===== config.mk =====
export PLATFORM = sky130hd
export DESIGN_NAME = mdu_iter_flat
export DESIGN_NICKNAME = d
export VERILOG_FILES = /design/src/rtl/mdu_if.sv /design/src/rtl/mdu_iter.sv /design/src/flat_wrapper.sv
export SDC_FILE = /design/constraint.sdc
export NUM_CORES = 1
export LEC_CHECK = 0
export ABC_CLOCK_PERIOD_IN_PS = 3900
export CAP_MARGIN = 20
export CORE_MARGIN = 10
export CORE_UTILIZATION = 49
export CTS_CLUSTER_SIZE = 20
export DETAILED_ROUTE_END_ITERATION = 16
export MAX_ROUTING_LAYER = met4
export PLACE_DENSITY = 0.7
export SYNTH_ARGS = -nofsm -noshare
export SYNTH_HDL_FRONTEND = slang
export SYNTH_SLANG_ARGS = --single-unit

===== constraint.sdc =====
create_clock -name clk -period 3.9 [get_ports clk]
set_clock_uncertainty 0.2 [all_clocks]
set_input_delay 0.78 -clock clk [delete_from_list [all_inputs] [get_ports clk]]
set_output_delay 0.78 -clock clk [all_outputs]
set_load 0.01 [all_outputs]

===== src/rtl/mdu_if.sv =====
// Request/response bundle for the iterative multiply/divide unit.
// master = issuing stage, slave = mdu_iter.
interface mdu_if #(
    parameter int XLEN  = 32,
    parameter int TAG_W = 5
);
    logic             req_valid;
    logic             req_ready;
    logic [3:0]       req_opt;
    logic [XLEN-1:0]  req_a;
    logic [XLEN-1:0]  req_b;
    logic [TAG_W-1:0] req_tag;
    logic             rsp_valid;
    logic             rsp_ready;
    logic [XLEN-1:0]  rsp_data;
    logic [TAG_W-1:0] rsp_tag;
    logic             rsp_err;

    modport master (
        output req_valid, req_opt, req_a, req_b, req_tag, rsp_ready,
        input  req_ready, rsp_valid, rsp_data, rsp_tag, rsp_err
    );
    modport slave (
        input  req_valid, req_opt, req_a, req_b, req_tag, rsp_ready,
        output req_ready, rsp_valid, rsp_data, rsp_tag, rsp_err
    );
endinterface


===== src/rtl/mdu_iter.sv =====
// Iterative radix-2 multiply/divide unit, one step per clock, one op in flight.
// Define MDU_SIGNED_EN to build the signed MULH/DIV/REM opcodes.
module mdu_iter #(
    parameter int XLEN  = 32,
    parameter int TAG_W = 5
) (
    input logic  clk,
    input logic  rst_n,
    input logic  flush,
    mdu_if.slave mdu
);
    localparam int CW = $clog2(XLEN);
    localparam logic [3:0] OP_MUL = 4'h0, OP_MULHU = 4'h1, OP_DIVU = 4'h2, OP_REMU = 4'h3;
    localparam logic [3:0] OP_MULH = 4'h4, OP_DIV = 4'h5, OP_REM = 4'h6;

    typedef enum logic [1:0] {IDLE, BUSY, DONE} state_t;

    state_t              state_q, state_d;
    logic [2*XLEN-1:0]   acc_q, acc_d, acc_step;
    logic [XLEN-1:0]     opnd_q, opnd_d;
    logic [CW-1:0]       cnt_q, cnt_d;
    logic [3:0]          op_q, op_d;
    logic [TAG_W-1:0]    tag_q, tag_d, rsp_tag_q, rsp_tag_d;
    logic [XLEN-1:0]     rsp_data_q, rsp_data_d, done_res;
    logic                rsp_err_q, rsp_err_d;
    logic                accept, req_mul, req_div, op_is_mul;
    logic [XLEN-1:0]     a_mag, b_mag;
    logic [XLEN:0]       mul_sum, div_top, div_diff;

    assign accept    = (state_q == IDLE) && mdu.req_valid && !flush;
    assign op_is_mul = op_q inside {OP_MUL, OP_MULHU, OP_MULH};

`ifdef MDU_SIGNED_EN
    localparam logic [XLEN-1:0]   ONE_X  = XLEN'(1);
    localparam logic [2*XLEN-1:0] ONE_2X = (2*XLEN)'(1);
    logic              sgn_op, a_neg, b_neg, neg_q, neg_d;
    logic [2*XLEN-1:0] prod_fix;

    assign req_mul  = mdu.req_opt inside {OP_MUL, OP_MULHU, OP_MULH};
    assign req_div  = mdu.req_opt inside {OP_DIVU, OP_REMU, OP_DIV, OP_REM};
    assign sgn_op   = mdu.req_opt inside {OP_MULH, OP_DIV, OP_REM};
    assign a_neg    = sgn_op & mdu.req_a[XLEN-1];
    assign b_neg    = sgn_op & mdu.req_b[XLEN-1];
    assign a_mag    = a_neg ? (~mdu.req_a + ONE_X) : mdu.req_a;
    assign b_mag    = b_neg ? (~mdu.req_b + ONE_X) : mdu.req_b;
    // Remainder follows the dividend's sign; product and quotient the XOR.
    assign neg_d    = accept ? ((mdu.req_opt == OP_REM) ? a_neg : (a_neg ^ b_neg)) : neg_q;
    assign prod_fix = neg_q ? (~acc_step + ONE_2X) : acc_step;

    always_ff @(posedge clk or negedge rst_n) begin
        if (!rst_n) neg_q <= 1'b0;
        else        neg_q <= neg_d;
    end
`else
    assign req_mul = mdu.req_opt inside {OP_MUL, OP_MULHU};
    assign req_div = mdu.req_opt inside {OP_DIVU, OP_REMU};
    assign a_mag   = mdu.req_a;
    assign b_mag   = mdu.req_b;
`endif

    // Multiply: acc = {partial, multiplier}, shifted right once per step.
    // Divide: acc = {remainder, quotient}, shifted left once per step.
    assign mul_sum  = {1'b0, acc_q[2*XLEN-1:XLEN]} + (acc_q[0] ? {1'b0, opnd_q} : '0);
    assign div_top  = {acc_q[2*XLEN-1:XLEN], acc_q[XLEN-1]};
    assign div_diff = div_top - {1'b0, opnd_q};
    assign acc_step = op_is_mul ? {mul_sum, acc_q[XLEN-1:1]}
                    : div_diff[XLEN] ? {div_top[XLEN-1:0], acc_q[XLEN-2:0], 1'b0}
                    : {div_diff[XLEN-1:0], acc_q[XLEN-2:0], 1'b1};

    always_comb begin
        done_res = '0;
        case (op_q)
            OP_MUL:   done_res = acc_step[XLEN-1:0];
            OP_MULHU: done_res = acc_step[2*XLEN-1:XLEN];
            OP_DIVU:  done_res = acc_step[XLEN-1:0];
            OP_REMU:  done_res = acc_step[2*XLEN-1:XLEN];
`ifdef MDU_SIGNED_EN
            OP_MULH:  done_res = prod_fix[2*XLEN-1:XLEN];
            OP_DIV:   done_res = neg_q ? (~acc_step[XLEN-1:0] + ONE_X) : acc_step[XLEN-1:0];
            OP_REM:   done_res = neg_q ? (~acc_step[2*XLEN-1:XLEN] + ONE_X)
                                       : acc_step[2*XLEN-1:XLEN];
`endif
            default:  done_res = '0;
        endcase
    end

    always_comb begin
        state_d    = state_q;
        acc_d      = acc_q;
        opnd_d     = opnd_q;
        cnt_d      = cnt_q;
        op_d       = op_q;
        tag_d      = tag_q;
        rsp_data_d = rsp_data_q;
        rsp_tag_d  = rsp_tag_q;
        rsp_err_d  = rsp_err_q;
        case (state_q)
            IDLE: if (accept) begin
                op_d  = mdu.req_opt;
                tag_d = mdu.req_tag;
                if (!(req_mul || req_div)) begin
                    state_d    = DONE;
                    rsp_data_d = '0;
                    rsp_err_d  = 1'b1;
                    rsp_tag_d  = mdu.req_tag;
                end else if (req_div && mdu.req_b == '0) begin
                    state_d    = DONE;
                    rsp_data_d = (mdu.req_opt inside {OP_DIVU, OP_DIV}) ? '1 : mdu.req_a;
                    rsp_err_d  = 1'b0;
                    rsp_tag_d  = mdu.req_tag;
                end else begin
                    state_d = BUSY;
                    cnt_d   = '0;
                    acc_d   = {{XLEN{1'b0}}, req_mul ? b_mag : a_mag};
                    opnd_d  = req_mul ? a_mag : b_mag;
                end
            end
            BUSY: begin
                acc_d = acc_step;
                cnt_d = cnt_q + CW'(1);
                if (cnt_q == CW'(XLEN-1)) begin
                    state_d    = DONE;
                    rsp_data_d = done_res;
                    rsp_err_d  = 1'b0;
                    rsp_tag_d  = tag_q;
                end
            end
            DONE: if (mdu.rsp_ready) state_d = IDLE;
            default: state_d = IDLE;
        endcase
        if (flush) state_d = IDLE;
    end

    always_ff @(posedge clk or negedge rst_n) begin
        if (!rst_n) begin
            state_q    <= IDLE;
            acc_q      <= '0;
            opnd_q     <= '0;
            cnt_q      <= '0;
            op_q       <= '0;
            tag_q      <= '0;
            rsp_data_q <= '0;
            rsp_tag_q  <= '0;
            rsp_err_q  <= 1'b0;
        end else begin
            state_q    <= state_d;
            acc_q      <= acc_d;
            opnd_q     <= opnd_d;
            cnt_q      <= cnt_d;
            op_q       <= op_d;
            tag_q      <= tag_d;
            rsp_data_q <= rsp_data_d;
            rsp_tag_q  <= rsp_tag_d;
            rsp_err_q  <= rsp_err_d;
        end
    end

    assign mdu.req_ready = (state_q == IDLE) && !flush;
    assign mdu.rsp_valid = (state_q == DONE);
    assign mdu.rsp_data  = rsp_data_q;
    assign mdu.rsp_tag   = rsp_tag_q;
    assign mdu.rsp_err   = rsp_err_q;
endmodule


===== src/flat_wrapper.sv =====
// flat-port wrapper written by rule: the top's interface ports become plain ports
module mdu_iter_flat 
#(
    parameter int XLEN  = 32,
    parameter int TAG_W = 5
)
  (clk, rst_n, flush, mdu_req_valid, mdu_req_opt, mdu_req_a, mdu_req_b, mdu_req_tag, mdu_rsp_ready, mdu_req_ready, mdu_rsp_valid, mdu_rsp_data, mdu_rsp_tag, mdu_rsp_err);
  mdu_if #(.XLEN(XLEN), .TAG_W(TAG_W)) mdu_i ();
  input logic clk;
  input logic rst_n;
  input logic flush;
  input wire logic [$bits(mdu_i.req_valid)-1:0] mdu_req_valid;
  input wire logic [$bits(mdu_i.req_opt)-1:0] mdu_req_opt;
  input wire logic [$bits(mdu_i.req_a)-1:0] mdu_req_a;
  input wire logic [$bits(mdu_i.req_b)-1:0] mdu_req_b;
  input wire logic [$bits(mdu_i.req_tag)-1:0] mdu_req_tag;
  input wire logic [$bits(mdu_i.rsp_ready)-1:0] mdu_rsp_ready;
  output wire logic [$bits(mdu_i.req_ready)-1:0] mdu_req_ready;
  output wire logic [$bits(mdu_i.rsp_valid)-1:0] mdu_rsp_valid;
  output wire logic [$bits(mdu_i.rsp_data)-1:0] mdu_rsp_data;
  output wire logic [$bits(mdu_i.rsp_tag)-1:0] mdu_rsp_tag;
  output wire logic [$bits(mdu_i.rsp_err)-1:0] mdu_rsp_err;
  assign mdu_i.req_valid = mdu_req_valid;
  assign mdu_i.req_opt = mdu_req_opt;
  assign mdu_i.req_a = mdu_req_a;
  assign mdu_i.req_b = mdu_req_b;
  assign mdu_i.req_tag = mdu_req_tag;
  assign mdu_i.rsp_ready = mdu_rsp_ready;
  assign mdu_req_ready = mdu_i.req_ready;
  assign mdu_rsp_valid = mdu_i.rsp_valid;
  assign mdu_rsp_data = mdu_i.rsp_data;
  assign mdu_rsp_tag = mdu_i.rsp_tag;
  assign mdu_rsp_err = mdu_i.rsp_err;
  mdu_iter #(.XLEN(XLEN), .TAG_W(TAG_W)) u_core (.clk(clk), .rst_n(rst_n), .flush(flush), .mdu(mdu_i));
endmodule

== Word-level counts from Yosys, hierarchy flattened ==
Index checks and enable logic that the tools add are counted.

* Register bits: 150
* Input port bits: 78
* Word-level logic and storage cells: 91

* Add/subtract/negate cells: 3
* Equal/unequal tests: 19
* Mux-type cells: 37
* Bitwise gates (word level): 1
* Reductions and logical operators: 22

{| class="wikitable"
|+ Operators by type and width
! operator !! count
|-
| $mux 64 || 5
|-
| $mux 32 || 8
|-
| $pmux 32 s2 || 2
|-
| $pmux 64 s2 || 1
|-
| $mux 5 || 7
|-
| $add 32x33->33 || 1
|-
| $sub 33x32->33 || 1
|-
| $logic_not 32->1 || 1
|-
| $pmux 5 s2 || 2
|-
| $eq 4x2->1 const B || 4
|-
| $mux 2 || 6
|-
| $reduce_and 4->1 || 3
|-
| $eq 4x1->1 const B || 2
|-
| $eq 4x3->1 const B || 2
|-
| $logic_not 4->1 || 2
|-
| $reduce_bool 2->1 || 4
|-
| $ne 3x2->1 const B || 2
|-
| $ne 3x3->1 const B || 2
|-
| $pmux 2 s3 || 1
|-
| $add 5x1->5 const B || 1
|-
| $eq 5x5->1 const B || 1
|-
| $logic_and 1x1->1 || 4
|-
| $mux 1 || 4
|-
| $ne 2x1->1 const B || 2
|-
| other kinds (12) || 14
|}

== Depth between registers and ports, before layout ==
Gate-level depths: netlist of the first run.

* Word-level depth: 8
* Mapped depth: 16

== Worst setup path before layout of the first run ==
No wires, ideal clock.

* Kind: reg-to-reg
* From: register u_core.acc_q[0]
* To: register u_core.rsp_data_q[25], in the netlist u_core.mdu.rsp_data[25]
* Setup time: 0.126 ns
* Arrival: 3.197 ns
* Data required time: 3.574 ns
* Path slack: 0.377 ns
* Cell stages (with the launch flop): 17
* Clock period less this slack: 3.523 ns
* Cell sequence: dfrtp_1 clkbuf_1 and2_1 ha_1 inv_1 fa_1 nand2b_1 a21oi_1 o2111ai_1 nand3b_1 o31ai_1 o21ai_0 nand3_1 o21ai_0 xnor2_1 a22oi_1 a221o_1

* Longest elaborated chain between the ends: 6

{| class="wikitable"
|+ RTL lines
! element !! RTL line !! text
|-
| from (decl) || mdu_iter.sv:19 || <nowiki>logic [2*XLEN-1:0] acc_q, acc_d, acc_step;</nowiki>
|-
| from (signal assigned) || mdu_iter.sv:137 || <nowiki>acc_q <= '0;</nowiki>
|-
| from (signal assigned) || mdu_iter.sv:147 || <nowiki>acc_q <= acc_d;</nowiki>
|-
| $mux 32 || mdu_iter.sv:63 || <nowiki>assign mul_sum = {1'b0, acc_q[2*XLEN-1:XLEN]} + (acc_q[0] ? {1'b0, opnd_q} : '0);</nowiki>
|-
| $add 32x33->33 || mdu_iter.sv:63 ||
|-
| $mux 64 || mdu_iter.sv:66 || <nowiki>assign acc_step = op_is_mul ? {mul_sum, acc_q[XLEN-1:1]}</nowiki>
|-
| $pmux 32 s2 || mdu_iter.sv:72 || <nowiki>case (op_q)</nowiki>
|-
| $mux 32 || mdu_iter.sv:121 || <nowiki>if (cnt_q == CW'(XLEN-1)) begin</nowiki>
|-
| $pmux 32 s2 || mdu_iter.sv:97 || <nowiki>case (state_q)</nowiki>
|-
| to (signal assigned) || mdu_iter.sv:152 || <nowiki>rsp_data_q <= rsp_data_d;</nowiki>
|-
| to (decl) || mdu_iter.sv:24 || <nowiki>logic [XLEN-1:0] rsp_data_q, rsp_data_d, done_res;</nowiki>
|}

No other way between the ends. The select of a mux whose other input is x is not followed.
A chain may end at the register's enable or synchronous reset.

== Worst setup path in the final report of the first run ==
* From: input mdu_req_b[6]
* To: register u_core.rsp_data_q[8], in the netlist u_core.mdu.rsp_data[8]

* Longest elaborated chain between the ends: 4

{| class="wikitable"
|+ RTL lines
! element !! RTL line !! text
|-
| from (decl) || flat_wrapper.sv:15 || <nowiki>input wire logic [$bits(mdu_i.req_b)-1:0] mdu_req_b;</nowiki>
|-
| $logic_not 32->1 || mdu_iter.sv:106 || <nowiki>end else if (req_div && mdu.req_b == '0) begin</nowiki>
|-
| $logic_and 1x1->1 || mdu_iter.sv:106 ||
|-
| $ne 3x3->1 (no line) || - ||
|-
| $reduce_and 4->1 (no line) || - ||
|}

No other way between the ends.

==> qor.yml, run 1 <==
timing:
  rsz0062_at_grt: "yes"
  slew_viol_final: 0
  timing.fmax_ghz: 0.257
  fin_crit_sh: 0.997
  relSlewSlack: 0.422
  worst_pin_slew_ns: 0.866
  fin_setup_tns_ns: 0
  setup_viol: 0
  hold_violations: 0
  layout_setup_ws_ns: 0.0112
  min_period_ns: 3.89
logic_synthesis:
  synth_simple_gate_area_frac: 0.179
  syn_inst: 1420
  synth_top_family_by_area: "compound AO/OA/AOI/OAI gates"
  synth_edf_count: 0
  ys.flop_type: "dfrtp_1"
  async_reset_ff_frac: 1.00
  synth_mux_area_frac: 0.0841
  synth-seq-cells: 150
  syn_area_um2: 11800
  synth_compound_area_frac: 0.259
  synthAdderAreaFrac: 0.0737
  syn_avg_cell_area_um2: 8.27
  yosys_warnings: 0
  ys_seq_area_frac: 0.319
  synth_nets: 1566
  synthDistinctLibCells: 76
  synthXorXnorAreaFrac: 0.0417
layout:
  layoutNonFillerInstCount: 1937
  syn2layout_area_growth_pct: 26.5
  final_cell_mix: "nand2_1 (234), dfrtp_1 (150), buf_4 (120), clkdlybuf4s50_1 (116), o21ai_0 (110)"
  nNetsFinal: 1750
  multi_input_area_um2: 7640
  post-route-util: 0.631
  drive_gt1_frac: 0.131
  seqCellArea_um2: 3750
  final_common_cell: "nand2_1"
  nFillCells: 2018
power_and_ir_drop:
  power.switching_w: 0.00512
  pwr_density_cell_nw_per_um2: 771
  p_sw_frac: 0.447
  vdd_ir_drop_max_mv: 0.344
  p_clk_frac: 0.152
  combPwrFrac: 0.623
  power.total_w: 0.0115
  p_seq_frac: 0.225
  power.internal_w: 0.00634
  p_leak_nw: 6.66
detailed_routing:
  vias_per_cell: 6.22
  drcViolationCount: 0
  num_vias: 12050
  drt-pass1-iter-count: 7
  wire_per_inst_um: 21.9
  routed_wl_um: 42500
  ant_nets: 0
  drt_iter0_drc: 1424
global_route:
  grt_overflow: 0
  grt.total_usage: 0.276
  grt_pass1_wl_um: 65900
  first_global_vias: 11641
  use_met1: 0.382
  use_met3: 0.0412
  grt_util_met2: 0.414
  antenna_found_initial: 2
  grt_busiest_layer: "met2"
  grt_max_degree: 73
place:
  place_hpwl_um: 31600
  dp_slack_ns: -0.532
  portBuffers: 117
  dp_cells: 1895
  gp_congestion: 0.961
worst_setup_path:
  crit_fanout: 22
  cp.required_ns: 4.07
  crit_type: "input port to flop"
  critPathArrivalTime_ns: 4.06
  cp-start-kind: "input port"
  critPathCaptureType: "flop"
worst_hold_path:
  min_path_type: "input port to asynchronous set/reset pin"
die:
  ios: 118
  die_h_um: 175
  dieArea_um2: 30600
  rows: 56
  chipWidth_um: 175
  coreArea_um2: 23500
  start_util: 0.499
flow_run:
  max_cap_viol_count: 0
cts:
  cts_tree: "built"
  clk_latency_ns: 0.44
  clock_sinks: 150
  cts_buffer_depth: 2
  clkSlewWorstSetupHoldPaths_ns: 0.07
  numCtsBuffers: 17
  clockRootBuffer: "clkbuf_16"
  ctsHoldBuffers: 0
  htree_levels: 4
status:
  status: "finished clean"
## power by group through the flow
stage / clock network, W / registers [W] / logic, W
4_1_cts: 0.00173 / 0.00255 / 0.00673
2_1_floorplan: 0 / 0.00242 / 0.00423
5_1_grt: 0.00180 / 0.00263 / 0.00774
6_report: 0.00174 / 0.00258 / 0.00714
3_5_place_dp: 0 / 0.00257 / 0.00664
3_3_place_gp: 0 / 0.00257 / 0.00660
## metal layers
metal  vias to the layer above  share of wire
met4                         0          0.019
met3                        62          0.093
met1                      5772           0.44
li1                       5552              -
met2                       664           0.45
met5                         -              0
## per-stage QoR
step / hold WS [ns] / area, um^2
after global routing: 0.202 / 14900
final: 0.139 / 14900
after CTS: 0.189 / 14700
after detailed placement: 0.265 / 14100
after global placement: 0.260 / 14100
after floorplan: 0.246 / 11800
## worst paths after layout
| check | start | to | slack (ns) | depth (start not counted) |
|---|---|---|---|---|
| max | mdu_req_b[6] | u_core.mdu.rsp_data[8]$_DFFE_PN0P_ | 0.01 | 11 |
| min | rst_n | u_core.acc_q[42]$_DFFE_PN0P_ | 0.14 | 1 |
| max reg2reg | u_core.opnd_q[0]$_DFFE_PN0P_ | u_core.mdu.rsp_data[31]$_DFFE_PN0P_ | 0.11 | 16 |
| min reg2reg | u_core.tag_q[1]$_DFFE_PN0P_ | u_core.tag_q[1]$_DFFE_PN0P_ | 0.28 | 2 |
| max in group asynchronous | rst_n | u_core.acc_q[33]$_DFFE_PN0P_ | 2.43 | 2 |
| min in group clk | u_core.tag_q[1]$_DFFE_PN0P_ | u_core.tag_q[1]$_DFFE_PN0P_ | 0.28 | 2 |
## critical path, stage by stage
cell	delay [ns]
clkdlybuf4s50_1	0.61
nor4_2	0.38
nand4_1	0.21
nor4_2	0.38
nand4_1	0.33
nand2_1	0.19
nand2_1	0.12
a21o_1	0.29
buf_4	0.28
a21oi_1	0.32
a221o_1	0.16
## cells by family (layout without fill, tap and decap cells)
logic type | after synthesis | in the layout
xor gates and xnor gates | 56 | 56
other | 0 | 1
adders and majority gates | 68 | 68
and+or+nand+nor | 465 | 465
AOI/OAI and AO/OA | 456 | 456
buffers and inverters | 128 | 325
DFF | 150 | 150
muxes | 97 | 97
## synthesized netlist by cell type, types with 9 or more instances
library cell | count | area [um^2]
a21oi_1 | 105 | 526
inv_1 | 45 | 169
a22o_1 | 22 | 193
buf_1 | 12 | 45.0
a21o_1 | 35 | 263
nand3_1 | 30 | 150
a31oi_1 | 21 | 131
a221o_1 | 23 | 230
and2_1 | 36 | 225
nand4_1 | 14 | 87.6
nand2b_1 | 13 | 81.3
nor2b_1 | 9 | 56.3
nor2_1 | 79 | 297
o21ai_0 | 117 | 586
xor2_1 | 20 | 175
o211ai_1 | 17 | 128
nor3_1 | 18 | 90.1
dfrtp_1 | 150 | 3750
mux2i_1 | 83 | 831
xnor2_1 | 36 | 315
o21a_1 | 10 | 75.1
ha_1 | 66 | 826
clkbuf_1 | 64 | 240
o221ai_1 | 21 | 184
nand2_1 | 234 | 878
mux2_2 | 14 | 158
## layout make-up
| class | instances | area share |
|---|---|---|
| Sequential cell | 150 | 0.253 |
| Inverter | 45 | 0.0114 |
| Clock buffer | 19 | 0.0291 |
| Timing Repair Buffer | 248 | 0.155 |
| Antenna cell | 1 | 0.000168 |
| Multi-Input combinational cell | 1142 | 0.514 |
| Clock inverter | 13 | 0.0115 |
| Tap cell | 319 | 0.0269 |
## flip-flops by register name, indices dropped and copies added, names as in the netlist
register / count
u_core.mdu.rsp_tag: 5
u_core.mdu.rsp_err: 1
u_core.acc_q: 64
u_core.cnt_q: 5
u_core.opnd_q: 32
u_core.mdu.rsp_data: 32
u_core.op_q: 4
u_core.state_q: 2
u_core.tag_q: 5
## what timing repair did
action	CTS	global route
pin swaps	2	17
gates resized for setup	3	23
cloned	0	1
buffers inserted	0	9
endpoints found under the setup margin	15	49
Note: power is estimated with default switching activity, not from simulation.
==> inputs of run 2 (changes only) <==
--- a/config.mk
+++ b/config.mk
@@ -5,7 +5,7 @@
 export SDC_FILE = /design/constraint.sdc
 export NUM_CORES = 1
 export LEC_CHECK = 0
-export ABC_CLOCK_PERIOD_IN_PS = 3900
+export ABC_CLOCK_PERIOD_IN_PS = 3700
 export CAP_MARGIN = 20
 export CORE_MARGIN = 10
 export CORE_UTILIZATION = 49
==> constraint.sdc (replaced) <==
create_clock -name clk -period 3.7 [get_ports clk]
set_clock_uncertainty 0.2 [all_clocks]
set_input_delay 0.74 -clock clk [delete_from_list [all_inputs] [get_ports clk]]
set_output_delay 0.74 -clock clk [all_outputs]
set_load 0.01 [all_outputs]
==> run 2 against run 1 <==
- the flow now finishes with violations (negative setup slack)
- largest cell class unchanged
- final cell count is 3.7% higher
- via count is 4.2% higher
- final area rose by 5.5%
- routed wire length up 5.4%
- global-route usage increased by 1.4 points
==> qor.yml, run 2 (synthesis results as in run 1) <==
detailed_routing:
  wire_per_inst_um: 22.3  # was 21.9 um
  ant_nets: 0  # unchanged
  drt_iter0_drc: 1629  # was 1424
  drt-pass1-iter-count: 7  # unchanged
  drcViolationCount: 0  # unchanged
  vias_per_cell: 6.25  # was 6.22
  routed_wl_um: 44800  # was 42500 um
  num_vias: 12557  # was 12050
cts:
  clk_latency_ns: 0.44  # about the same
  clkSlewWorstSetupHoldPaths_ns: 0.08  # was 0.07 ns
  cts_buffer_depth: 2  # unchanged
  ctsHoldBuffers: 0  # unchanged
  clock_sinks: 150  # unchanged
  numCtsBuffers: 17  # unchanged
  htree_levels: 4  # unchanged
  clockRootBuffer: "clkbuf_16"  # unchanged
  cts_tree: "built"  # unchanged
worst_setup_path:
  reg2reg_from: "u_core.opnd_q[0]$_DFFE_PN0P_"  # unchanged
  cp-startpoint: "mdu_req_b[30]"  # was mdu_req_b[6]
  regToRegEndpoint: "u_core.mdu.rsp_data[22]$_DFFE_PN0P_"  # was u_core.mdu.rsp_data[31]$_DFFE_PN0P_
  crit_chain: "clkdlybuf4s50_1, nor4_2, buf_4, nand4_1, nor4_2, nand4_1, buf_4, nand2_1, nand2_1, a21o_1, buf_4, buf_4, a21oi_1, a221o_1"  # was clkdlybuf4s50_1, nor4_2, nand4_1, nor4_2, nand4_1, nand2_1, nand2_1, a21o_1, buf_4, a21oi_1, a221o_1
  crit_slowest_cell: "clkdlybuf4s50_1"  # unchanged
  cp.required_ns: 3.88  # was 4.07 ns
  crit_fanout: 17  # was 22
  critPathMostFrequentCell: "buf_4"
  cp-start-kind: "input port"  # unchanged
  crit_type: "input port to flop"  # unchanged
  crit_end: "u_core.mdu.rsp_data[10]$_DFFE_PN0P_"  # was u_core.mdu.rsp_data[8]$_DFFE_PN0P_
  critPathCaptureType: "flop"  # unchanged
  ff2ff_setup_slack_ns: 0.08  # was 0.11 ns
  ff2ff_path_depth: 14  # was 16
  crit_path_max_incr_delay_ns: 0.46  # was 0.61 ns
  critPathArrivalTime_ns: 3.92  # was 4.06 ns
layout:
  final_common_cell: "nand2_1"  # unchanged
  antenna_cells: 0  # was 1
  largest_reg_flops: 64  # unchanged
  stdcell_area_um2: 15700  # was 14900 um^2
  top_register: "u_core.acc_q"  # unchanged
  syn2layout_area_growth_pct: 33.5  # was 26.5%
  nNetsFinal: 1822  # was 1750
  drive_gt1_frac: 0.197  # was 0.131
  final_cell_mix: "nand2_1 (233), buf_4 (187), dfrtp_1 (148), clkdlybuf4s50_1 (115), o21ai_0 (107)"  # was nand2_1 (234), dfrtp_1 (150), buf_4 (120), clkdlybuf4s50_1 (116), o21ai_0 (110)
status:
  status: "complete, but fails checks"  # was finished clean
  failed_checks: "negative setup slack"
die:
  ios: 118  # unchanged
  chipWidth_um: 175  # unchanged
  rows: 56  # unchanged
  die_h_um: 175  # unchanged
  start_util: 0.499  # unchanged
  dieArea_um2: 30600  # unchanged
  coreArea_um2: 23500  # unchanged
timing:
  fin_setup_tns_ns: -0.0350  # was 0 ns
  setup_viol: 1  # was 0
  rsz0062_at_grt: "yes"  # unchanged
  timing.fmax_ghz: 0.268
  hold_violations: 0  # unchanged
  worst_pin_slew_ns: 0.865  # was 0.866 ns
  min_period_ns: 3.74
  relSlewSlack: 0.424  # was 0.422
  slew_viol_final: 0  # unchanged
  layout_setup_ws_ns: -0.0350  # was 0.0112 ns
  fin_crit_sh: 1.01
global_route:
  antenna_found_initial: 0  # was 2
  grt_max_degree: 85  # was 73
  grt_overflow: 0  # unchanged
  first_global_vias: 12247  # was 11641
  grt_pass1_wl_um: 68900  # was 65900 um
  grt.total_usage: 0.290  # was 0.276
power_and_ir_drop:
  vdd_ir_drop_max_mv: 0.390  # was 0.344 mV
  p_leak_nw: 7.05  # was 6.66 nW
  power.total_w: 0.0128  # was 0.0115 W
  pwr_density_cell_nw_per_um2: 815  # was 771 nW/um^2
worst_hold_path:
  min_path_type: "input port to asynchronous set/reset pin"  # unchanged
place:
  post_dp_cell_area_um2: 14500  # was 14100 um^2
  portBuffers: 117  # unchanged
  dp_slack_ns: -0.757  # was -0.532 ns
  place_hpwl_um: 33300  # was 31600 um
  gp_congestion: 0.976  # was 0.961
flow_run:
  max_cap_viol_count: 0  # unchanged
## run 2: cell types whose count changed in the layout (fill, tap and decap cells not counted), moves of 3 or more
cell	delta
buf_6	+5
o21ai_0	-3
o21ai_2	+3
inv_6	+3
a21oi_2	+7
o2111ai_1	-3
a21oi_1	-8
ha_1	-5
buf_4	+67
ha_4	+5
o31ai_1	-3
## run 2: how the worst min path moves through the flow
stage | depth (start not counted) | endpoint | start | slack [ns]
finish | 1 | u_core.opnd_q[6]$_DFFE_PN0P_ | rst_n | 0.06
global route | 1 | u_core.opnd_q[6]$_DFFE_PN0P_ | rst_n | 0.08
CTS | 1 | u_core.opnd_q[6]$_DFFE_PN0P_ | rst_n | 0.08
detailed placement | 2 | u_core.tag_q[1]$_DFFE_PN0P_ | u_core.tag_q[1]$_DFFE_PN0P_ | 0.27
global placement | 2 | u_core.tag_q[0]$_DFFE_PN0P_ | u_core.tag_q[0]$_DFFE_PN0P_ | 0.26
floorplan | 0 | u_core.acc_q[0]$_DFFE_PN0P_ | rst_n | 0.24
## run 2: timing repair
action	CTS	global route
buffers inserted	5	15
pin swaps	14	39
gates cloned	0	1
resized for setup	28	63
endpoints found under the setup margin	44	44
## run 2: metrics by stage
step / utilization / instances / hold slack, ns
5_1_grt: 0.666 / 2008 / 0.0848
4_1_cts: 0.648 / 1992 / 0.0777
2_1_floorplan: - / 1420 / 0.244
6_report: 0.666 / 2008 / 0.0592
3_5_place_dp: 0.617 / 1955 / 0.267
3_3_place_gp: 0.617 / 1955 / 0.258
## run 2: worst max-delay path: cells and delay by family
family / cells / cell delay (ns)
AND/OR/NAND/NOR: 6 / 1.17
buffers and inverters: 5 / 1.24
AO/OA/AOI/OAI: 3 / 0.75
## run 2: report_power, final
| part | switching, W | leakage, nW | internal, W |
|---|---|---|---|
| clock network | 0.000808 | 0.286 | 0.000966 |
| logic | 0.00439 | 4.87 | 0.00393 |
| registers | 0.000547 | 1.90 | 0.00215 |
| total | 0.00574 | 7.05 | 0.00705 |
## run 2: final cells by class
| class | count | area [um^2] |
|---|---|---|
| sequential | 150 | 3760 |
| timing repair buffer | 320 | 2850 |
| clock buffer | 18 | 439 |
| fill | 1982 | 7860 |
| inverter | 45 | 169 |
| tap | 319 | 399 |
| multi-input combinational | 1142 | 7930 |
| clock inverter | 14 | 140 |
## run 2: metal layers
metal	wire length, um	global-route usage	vias up	share of wire
met5	0	-	-	0
met4	932	0.0844	0	0.021
met3	4500	0.0640	76	0.10
met2	19900	0.427	704	0.44
met1	19400	0.392	6057	0.43
li1	-	-	5720	-
==> inputs of run 3 (changes only) <==
--- a/config.mk
+++ b/config.mk
@@ -6,11 +6,12 @@
 export NUM_CORES = 1
 export LEC_CHECK = 0
 export ABC_CLOCK_PERIOD_IN_PS = 3700
-export CAP_MARGIN = 20
+export CAP_MARGIN = 10
 export CORE_MARGIN = 10
 export CORE_UTILIZATION = 49
 export CTS_CLUSTER_SIZE = 20
 export DETAILED_ROUTE_END_ITERATION = 16
+export HOLD_SLACK_MARGIN = 0.05
 export MAX_ROUTING_LAYER = met4
 export PLACE_DENSITY = 0.7
 export SYNTH_ARGS = -nofsm -noshare
==> results of run 3 <==
No change in the layout: final DEF, timing and power equal those of run 2.
==> RTL edit: new RTL, config.mk and constraints of run 3 <==
`XLEN` is set to 32 in 3 places; all go to 64.
--- a/src/rtl/mdu_if.sv
+++ b/src/rtl/mdu_if.sv
@@ -3,3 +3,3 @@
 interface mdu_if #(
-    parameter int XLEN  = 32,
+    parameter int XLEN  = 64,
     parameter int TAG_W = 5
--- a/src/rtl/mdu_iter.sv
+++ b/src/rtl/mdu_iter.sv
@@ -3,3 +3,3 @@
 module mdu_iter #(
-    parameter int XLEN  = 32,
+    parameter int XLEN  = 64,
     parameter int TAG_W = 5
--- a/src/flat_wrapper.sv
+++ b/src/flat_wrapper.sv
@@ -3,3 +3,3 @@
 #(
-    parameter int XLEN  = 32,
+    parameter int XLEN  = 64,
     parameter int TAG_W = 5
Interface: changed (resized mdu_req_a, mdu_req_b and mdu_rsp_data); port bits go from 118 to 214. No check against the original RTL was run, so the function may have changed too.
==> RTL edit against run 3 <==
- the flow still finishes with violations (negative setup slack)
- setup slack got worse by 0.44 ns
- synthesized area rose by 100%
- sequential cell count rose by 129
- routed wire length rose by 140%
- total power rose to 2.6 times the old value
- largest power group unchanged
- worst hold slack improved by 0.23 ns
- cell area rose by 130%
- combinational power rose to 3.0 times the old value
==> RTL edit: results (changes against run 3) <==
# fillers = 3524 (+78%)
Total track usage = 37.3% (+8.3 points)
Leading post-synthesis cells by cell area = dfrtp_1, mux2i_1, ha_1, nand2_1, o21ai_0
Setup violators final = 119 (+118)
Tot Pwr = 0.0335 W (+160%)
Synth Area in Compound Gates = 27.4% (+1.5 points)
Placement Cell Area = 31100 um^2 (+110%)
Mapped Avg Cell Area = 8.06 um^2 (-2.5%)
CP Max Fanout = 7 (-10)
Syn nets = 3186 (+100%)
Logic pwr share = 74.1% (+9.0 points)
Mux cell area share after synthesis = 9.51% (+1.1 points)
Largest net degree at the start of global routing = 79 (-7.1%)
Final setup TNS = -19.37 ns (-19.34 ns)
Post-Place Cells = 4210 (+120%)
Failing checks = negative setup slack
Mapped Cells = 2913 (+110%)
Top post-synthesis cells by count = nand2_1, dfrtp_1, o21ai_0, a21oi_1, nor2_1
RR Startpoint = u_core.acc_q[0]$_DFFE_PN0P_
Max reg flops = 128 (+100%)
Synth Area in Adders = 7.04% (-0.33 points)
Layout cells sized above 1 = 32.2% (+13 points)
Worst-Skew Late Latency = 0.59 ns (+0.15 ns)
Seq pwr share = 14.8% (-6.3 points)
Status = finished, violations left
Avg Vias per Cell = 6.34 (+1.3%)
#MultiIn Comb = 2341 (+100%)
Nets@finish = 3980 (+120%)
Total CTS buffers = 36 (+19)
Flops & latches, synth = 279 (+86%)
Final wirelength = 109000 um (+140%)
ANT cells = 2 (+2)
Fraction of area in multi-input gates = 50.1% (-0.48 points)
Non-Clock Buffer Area Fraction = 23.9% (+5.7 points)
Clock-cell share = 3.34% (-0.35 points)
Setup ws final = -0.472 ns (-0.437 ns)
Hold/Removal Path Class = flip-flop to flip-flop
DRT iter0 DRCs = 3301 (+100%)
Crit-path slowest cell = dfrtp_2
Non-clk bufs = 958 (+200%)
First-pass GRT wire length = 161000 um (+130%)
Xor/xnor share of the synthesized area = 4.18% (about the same)
Clock buf count = 49 (+31)
Seq area share = 19.5% (-4.4 points)
Placer Congestion = 1.01 (+3.9%)
Slew headroom = 26.5% (-16 points)
Initial antenna violation count = 3 (+3)
Worst r2r dst = u_core.acc_q[124]$_DFFE_PN0P_
Inverters = 91 (+100%)
FF-to-FF path depth = 18 (+4)
PortBufs = 213 (+82%)
Worst Path Arrival = 4.43 ns (+0.51 ns)
Setup WS pre-CTS = -0.847 ns (-0.0896 ns)
Clock Tree Buf Depth = 3 (+1)
-- RTL edit: cell count changes in the layout (fill, tap and decap cells not counted), moves of 43 or more --
cell,run 3,this run
buf_6,6,64
nor2_1,78,169
buf_4,187,630
dfrtp_1,148,276
o21ai_0,107,202
nand2_1,233,379
inv_1,44,88
a21oi_1,92,195
a21o_1,35,78
mux2i_1,81,167
clkdlybuf4s50_1,115,212
-- RTL edit: worst max-delay path by stage --
| stage | start | endpoint | cells after the start |
|---|---|---|---|
| after global placement | mdu_req_b[40] | u_core.mdu.rsp_data[33]$_DFFE_PN0P_ | 13 |
| after detailed placement | mdu_req_b[40] | u_core.mdu.rsp_data[33]$_DFFE_PN0P_ | 13 |
| after CTS | u_core.acc_q[0]$_DFFE_PN0P_ | u_core.acc_q[126]$_DFFE_PN0P_ | 20 |
| after floorplan | u_core.acc_q[0]$_DFFE_PN0P_ | u_core.acc_q[127]$_DFFE_PN0P_ | 16 |
| final | u_core.acc_q[0]$_DFFE_PN0P_ | u_core.acc_q[124]$_DFFE_PN0P_ | 18 |
| after global routing | u_core.acc_q[0]$_DFFE_PN0P_ | u_core.acc_q[124]$_DFFE_PN0P_ | 17 |
-- RTL edit: cells by family after synthesis --
logic type	Yosys count
compound gates	997
xor+xnor	112
fa+ha+maj	131
buf+inv	294
flops	279
mux	218
simple gates	882
-- RTL edit: timing repair --
item / 4_1_cts / 5_1_grt
gates cloned: 2 / 2
setup buffers: 30 / 52
pin swaps: 93 / 130
hold buffers: 1 / 0
resized for setup: 272 / 340
hold endpoints to repair: 66 / 0
endpoints found under the setup margin: 129 / 164
-- RTL edit: routing by layer --
layer  up-vias  part of all wire (%)  track usage [%]
met5         -                     0                -
met4         0                   4.5             17.1
met3       273                   9.2             6.47
met2      1531                    45             55.9
met1     13400                    41             48.5
li1      12300                     -                -
